### src/rtl/timer_dev.sv
// Memory-mapped countdown timer: CTRL/PRESET/COUNT registers on the MEM-stage
// data bus, one-shot or auto-reload countdown, level interrupt to CP0.
module timer_dev #(
    parameter logic [31:0] BASE_ADDR = 32'h0000_7F00
) (
    input  logic        clk,
    input  logic        reset,
    input  logic [31:2] Addr,
    input  logic [3:0]  WE,
    input  logic [31:0] WData,
    output logic [31:0] RData,
    output logic        IRQ
);

    typedef enum logic [1:0] {
        IDLE,
        LOAD,
        CNT,
        INT
    } state_e;

    localparam logic [29:0] BASE_WORD = BASE_ADDR[31:2];

    state_e      state_q;
    logic [3:0]  ctrl_q;
    logic [3:0]  ctrl_d;
    logic [31:0] preset_q;
    logic [31:0] preset_d;
    logic [31:0] count_q;
    logic        irq_flag_q;

    logic [29:0] offset;
    logic        hit_ctrl, hit_preset, hit_count;
    logic        wr_ctrl, wr_preset;
    logic        enable, auto_reload, irq_mask;

    // Addresses below the base wrap to large offsets, so one compare covers both ends.
    assign offset     = Addr - BASE_WORD;
    assign hit_ctrl   = (offset == 30'd0);
    assign hit_preset = (offset == 30'd1);
    assign hit_count  = (offset == 30'd2);
    assign wr_ctrl    = hit_ctrl   && (WE != 4'b0000);
    assign wr_preset  = hit_preset && (WE != 4'b0000);

    assign enable      = ctrl_q[0];
    assign auto_reload = (ctrl_q[2:1] == 2'b01);
    assign irq_mask    = ctrl_q[3];

    // Byte-lane merge of bus data into the writable registers.
    always_comb begin
        ctrl_d   = WE[0] ? WData[3:0] : ctrl_q;
        preset_d = preset_q;
        for (int i = 0; i < 4; i++) begin
            if (WE[i]) preset_d[8*i +: 8] = WData[8*i +: 8];
        end
    end

    always_ff @(posedge clk) begin
        if (reset) begin
            state_q    <= IDLE;
            ctrl_q     <= 4'h0;
            preset_q   <= 32'h0;
            count_q    <= 32'h0;
            irq_flag_q <= 1'b0;
        end else begin
            case (state_q)
                IDLE: if (enable) state_q <= LOAD;
                LOAD: begin
                    count_q <= preset_q;
                    state_q <= CNT;
                end
                CNT: begin
                    if (!enable) begin
                        state_q <= IDLE;
                    end else if (count_q > 32'd1) begin
                        count_q <= count_q - 32'd1;
                    end else begin
                        count_q    <= 32'h0;
                        irq_flag_q <= 1'b1;
                        state_q    <= INT;
                    end
                end
                INT: begin
                    if (auto_reload) irq_flag_q <= 1'b0;
                    else             ctrl_q[0]  <= 1'b0;
                    state_q <= IDLE;
                end
                default: state_q <= IDLE;
            endcase

            // NOTE: the bus updates come after the FSM so their non-blocking
            // assignments land last and win over FSM updates on the same edge.
            if (wr_ctrl) begin
                ctrl_q     <= ctrl_d;
                irq_flag_q <= 1'b0;
            end
            if (wr_preset) begin
                preset_q   <= preset_d;
                irq_flag_q <= 1'b0;
            end
        end
    end

    always_comb begin
        RData = 32'h0;
        if (hit_ctrl)        RData = {28'h0, ctrl_q};
        else if (hit_preset) RData = preset_q;
        else if (hit_count)  RData = count_q;
    end

    assign IRQ = irq_flag_q & irq_mask;

endmodule

### config.mk
export PLATFORM = sky130hd
export DESIGN_NAME = timer_dev
export DESIGN_NICKNAME = d
export VERILOG_FILES = /design/src/rtl/timer_dev.sv
export SDC_FILE = /design/constraint.sdc
export NUM_CORES = 1
export LEC_CHECK = 0
export CORE_MARGIN = 5
export CORE_UTILIZATION = 50
export CTS_CLUSTER_DIAMETER = 40
export DETAILED_ROUTE_END_ITERATION = 7
export PLACE_DENSITY = 0.92
export SYNTH_ARGS = -nofsm -noshare
export SYNTH_HDL_FRONTEND = slang
export SYNTH_SLANG_ARGS = --single-unit
### constraint.sdc
create_clock -name clk -period 2.81 [get_ports clk]
set_input_delay 0.4215 -clock clk [delete_from_list [all_inputs] [get_ports clk]]
set_output_delay 0.4215 -clock clk [all_outputs]
set_load 0.03 [all_outputs]
==> metrics.txt, run 1 <==
Worst Hold Launch=reset; DRT iter0 DRCs=499; largest net degree at the start of global routing=32; RSZ-0062 raised after global routing=true; Slew @ Worst Pin=865 ps; Core Area=0.00822 mm^2; FF-to-FF path depth=8; Post-Synthesis Cell Area=0.00420 mm^2; setup ws final=56.7 ps; Via density=6.52; gp weighted congestion=0.934; minimum clock period=2750 ps; first-pass GRT wire length=22.8 mm; Hold WC Path Type=in -> reg; critical-path cell list=clkdlybuf4s50_1 -> or4b_1 -> or4_4 -> buf_12 -> nor2_1 -> buf_4; Synth cell types=60; Syn-to-layout area delta=32.2%; CTS max path bufs=2; Critical Path Source Type=primary input; register area share after synthesis=33.8%; die area=0.0103 mm^2; WP buf/inv=3; share of cells above drive strength 1=16.3%; max frequency=0.363 GHz; CTS Sinks=71; Synth Net Count=611; Mapped Cells=541; initial antenna violation count=0; grt ovf=0; r2r endpoint=count_q[20]; end of the critical path=RData[31]; Residual DRC=0; Final ANT Viol Nets=0; CP delay by family, top=simple AND/OR/NAND/NOR gates; leakage=2.01 nW; stages on the worst setup path=6; max_cap viols=0; Die W=102 um; most frequent cells in the layout=90 x nor2_1, 71 x dfxtp_1, 67 x clkdlybuf4s50_1; top post-synthesis cells by area=dfxtp_1 34%, mux2i_1 9.5%, nor2_1 8.6%, a22oi_1 5.2%, clkbuf_1 3.6%; FF-to-FF setup slack=160 ps; Total Power=2.11 mW; period utilization=98.0%; r2r startpoint=count_q[0]; Slew Limit Headroom=42.4%; flops & latches, synth=71; Layout Skew=9.16 ps; Synth top area share=33.8%; largest area contributor in the netlist=dfxtp_1; cts bufs inserted=9; Die H=102 um; number of flops mapped to enable cells by yosys=0; clk_lat worst skew=350 ps; worst-path maximum fanout=19; crit path kind=in -> out; Mean Syn Cell Area=7.77 um^2; fin nets=697; HPWL after DPL=9.81 mm; Worst Hold Path Cells=2; via count=4,803; setup bufs post-CTS=0; pwr/cell area=379 mW/mm^2; H-tree depth=3; Clock Pin Slew Worst Setup and Hold Paths=80 ps; WL final=14.1 mm; Pre-antenna DRT Iters=7; Placement Cell Area=0.00526 mm^2; status=finished clean; commonest non-fill, non-tap cell in the layout=nor2_1; final instance area=0.00556 mm^2; CP max stage cell=or4b_1; I/O Buffers=100; Finish-stage setup viols=0; Finished Layout Cells=737; Fin. Hold Viols=0; count of pins over their slew limit=0; num ports=101; crit end category=output pin; average routed wire per standard cell=19.2 um; Worst EP required=2390 ps; final core occ=67.6%; CP startpoint=Addr[17]; Initial Util=51.2%; CTS tree=built; Root Buffer Master=clkbuf_8; post-place setup slack=-175 ps; vias in the first global route=4,709; Post-synth ARST share=0%; Synth Flop Type=dfxtp_1; crit path DAT=2330 ps; gr usage total=27.5%; VDD IR max=0.268 mV; synth warn=0; Rows=33; critical path's largest stage delay=520 ps; ANT cells=0; Cells after DPL=721
[Yosys cell counts, types with 2 or more instances]
master and instances:
nand3_1 17, nor2_1 96, a32oi_1 6, ha_1 2
inv_1 8, a21oi_1 23, buf_2 6, dfxtp_1 71
buf_1 3, o21ai_0 15, a211oi_1 7, a221oi_1 5
nand2_1 34, or2_4 2, xor2_1 3, nor4_1 17
nand4_1 2, o311ai_0 4, o31a_1 2, o41ai_1 3
nor3_1 23, a31oi_1 10, a22oi_1 29, mux2i_1 40
nand3b_1 2, or4_1 9, nor3b_1 4, or3_1 6
nand2b_1 2, nor4b_1 2, o22ai_1 10, nor2b_1 7
o221ai_1 2, clkbuf_1 40, and2_1 3, or3_4 2
[worst min-delay path by stage]
stage / to / slack, ps
final: preset_q[21] / 450
after global routing: preset_q[21] / 460
after CTS: preset_q[21] / 440
after detailed placement: count_q[27] / 490
after global placement: count_q[8] / 480
after floorplan: count_q[8] / 450
[cell type report]
class / instances / area, um^2
clock buffers: 10 / 138
clock inverters: 6 / 92.6
flip-flops and latches: 71 / 1420
fillers: 647 / 2660
repair buffers: 126 / 1150
inverters: 9 / 33.8
multi-input cells: 410 / 2590
well taps: 105 / 131
[registers in the layout (all words and copies together), names as in the netlist]
register and count:
preset_q 32, irq_flag_q 1, count_q 32, state_q 2
ctrl_q 4
[power breakdown]
group          switching (mW)  total, mW  internal (mW)  leakage, nW
registers      0.000000000485       1.00           1.00        0.571
clock network           0.415      0.943          0.529        0.109
logic                  0.0631      0.157         0.0942         1.33
[worst register-to-register path, cell delays in order, from the launching register on]
cell and delay (ps):
dfxtp_1 360, inv_1 110, ha_1 230, or3b_2 580
or3_4 410, or4_1 550, nor3_2 140, a21oi_1 60
o22ai_1 140
[metal layers]
layer / routed length [um] / part of all wire (%) / global-route usage, % / vias up
met5: 0 / 0 / 0 / -
met4: 519 / 3.7 / 13.1 / 0
met3: 1360 / 9.6 / 5.37 / 58
met2: 6650 / 47 / 43.9 / 302
met1: 5610 / 40 / 35.8 / 2275
li1: - / - / - / 2168
[kinds of logic after synthesis]
group | Yosys count | share of synthesized area (%)
xor+xnor | 4 | 0.833
fa+ha+maj | 2 | 0.595
simple gates | 237 | 28.5
buf+inv | 60 | 5.80
mux | 41 | 9.79
compound gates | 126 | 20.6
flops | 71 | 33.8
[stage by stage]
stage               hold slack, ps  setup TNS [ps]
floorplan                      449               0
global placement               478           -4260
detailed placement             485           -7480
CTS                            437               0
global route                   463           -66.3
finish                         453               0
[repair_timing]
action	in CTS	in global routing
endpoints found under the hold margin	0	0
endpoints found under the setup margin	32	21
hold buffers	0	0
pin swaps	1	0
resized for setup	8	9
(Power assumes the default switching activity.)
==> inputs of run 2 (changes only) <==
--- a/config.mk
+++ b/config.mk
@@ -6,10 +6,11 @@
 export NUM_CORES = 1
 export LEC_CHECK = 0
 export CORE_MARGIN = 5
-export CORE_UTILIZATION = 50
+export CORE_UTILIZATION = 54
 export CTS_CLUSTER_DIAMETER = 40
 export DETAILED_ROUTE_END_ITERATION = 7
-export PLACE_DENSITY = 0.92
+export HOLD_SLACK_MARGIN = 0.06
+export PLACE_DENSITY = 0.95
 export SYNTH_ARGS = -nofsm -noshare
 export SYNTH_HDL_FRONTEND = slang
 export SYNTH_SLANG_ARGS = --single-unit
==> constraint.sdc (replaced) <==
create_clock -name clk -period 3.5 [get_ports clk]
set_input_delay 0.525 -clock clk [delete_from_list [all_inputs] [get_ports clk]]
set_output_delay 0.525 -clock clk [all_outputs]
set_load 0.03 [all_outputs]
==> metrics.txt, run 2 (synthesized netlist as in run 1, its figures left out) <==
crit end category=output pin; status=finished clean; initial antenna violation count=0; crit path DAT=2570 ps; fin nets=689; die area=0.00965 mm^2; count of pins over their slew limit=0; most frequent cells in the layout=96 x nor2_1, 71 x dfxtp_1, 67 x clkdlybuf4s50_1; leakage=1.97 nW; I/O Buffers=100; Via density=6.47; Initial Util=55.0%; Flop pwr share=47.9%; minimum clock period=3100 ps; Top Registers=count_q: 32 flops, preset_q: 32 flops, ctrl_q: 4 flops; pwr/cell area=311 mW/mm^2; Fin. Hold Viols=0; Post-CTS Hold Buffers=0; Comb power frac=7.2%; max frequency=0.323 GHz; VDD IR max=0.287 mV; Pre-antenna DRT Iters=5; Layout Skew=14.7 ps; Critical Path Source Type=primary input; Total Power=1.69 mW; Finish-stage setup viols=0; Core Area=0.00765 mm^2; DRT iter0 DRCs=534; first-pass GRT wire length=22.0 mm; grt ovf=0; Slew @ Worst Pin=748 ps; share of cells above drive strength 1=13.3%; HPWL after DPL=9.55 mm; Root Buffer Master=clkbuf_8; Sw Share=20.8%; Clock Pin Slew Worst Setup and Hold Paths=70 ps; FF-to-FF setup slack=890 ps; Resize count post-CTS=0; Die H=98.2 um; Final ANT Viol Nets=0; CTS tree=built; Syn-to-layout area delta=29.0%; Hold Slack=499 ps; H-tree depth=3; cts bufs inserted=9; Hold WC Path Type=reg -> reg; largest net degree at the start of global routing=43; vias in the first global route=4,557; Die W=98.2 um; CTS Sinks=71; gp weighted congestion=0.953; final instance area=0.00542 mm^2; final core occ=70.9%; period utilization=88.5%; RSZ-0062 raised after global routing=false; Clk pwr share=45.0%; Residual DRC=0; Placement Cell Area=0.00519 mm^2; average routed wire per standard cell=18.7 um; worst-path maximum fanout=39; CTS max path bufs=2; max_cap viols=0; crit path kind=in -> out; internal power=1.34 mW; Rows=32; setup TNS=0 ps; setup bufs post-CTS=0; Psw=0.351 mW; gr usage total=27.3%; Worst EP required=2970 ps; via count=4,693; commonest non-fill, non-tap cell in the layout=nor2_1; WL final=13.6 mm; Slew Limit Headroom=50.1%; num ports=101; clk_lat worst skew=360 ps; ANT cells=0
==> run 2: changes by cell type in the layout (fill, tap and decap cells not counted), moves of 3 or more <==
cell / change
buf_4: -3
buf_6: -4
nor2_1: +6
nor2_2: -6
nor4_1: +3
nor4_2: -3
==> run 2: path summary, 6_finish.rpt <==
check,from,endpoint,depth (start not counted)
worst min-delay path,count_q[30],count_q[30],2
worst max register to register,count_q[0],count_q[28],7
worst max-delay path,Addr[17],RData[22],6
worst min register to register,count_q[30],count_q[30],2
==> run 2: stage by stage <==
stage                     cells  setup slack (ps)
after floorplan             541               608
after global placement      710               405
after detailed placement    710               256
after CTS                   725               406
after global routing        725               317
final                       725               404
==> run 2: final cells by class <==
class	instances	area [um^2]
Inverter	9	33.8
Clock inverter	3	65.1
Timing Repair Buffer	118	1060
Multi-Input combinational cell	410	2550
Clock buffer	12	165
Fill cell	586	2220
Sequential cell	71	1420
Tap cell	102	128
==> run 2: critical path, stage by stage <==
cell	delay (ps)
clkdlybuf4s50_1	390
or4b_1	520
or4_1	570
buf_12	210
nor2_1	160
buf_4	180
==> run 2: power by group through the flow <==
stage | Clock (mW) | Sequential, mW | Combinational, mW
detailed placement | 0 | 0.826 | 0.119
floorplan | 0 | 0.826 | 0.0302
global route | 0.790 | 0.807 | 0.126
CTS | 0.755 | 0.807 | 0.119
global placement | 0 | 0.826 | 0.116
finish | 0.759 | 0.807 | 0.121
==> run 2: layer usage <==
layer  GRT usage, %  wire [um]
met2           46.1       6630
met5              0          0
met4           10.3        379
met1           33.8       5200
met3           6.50       1340
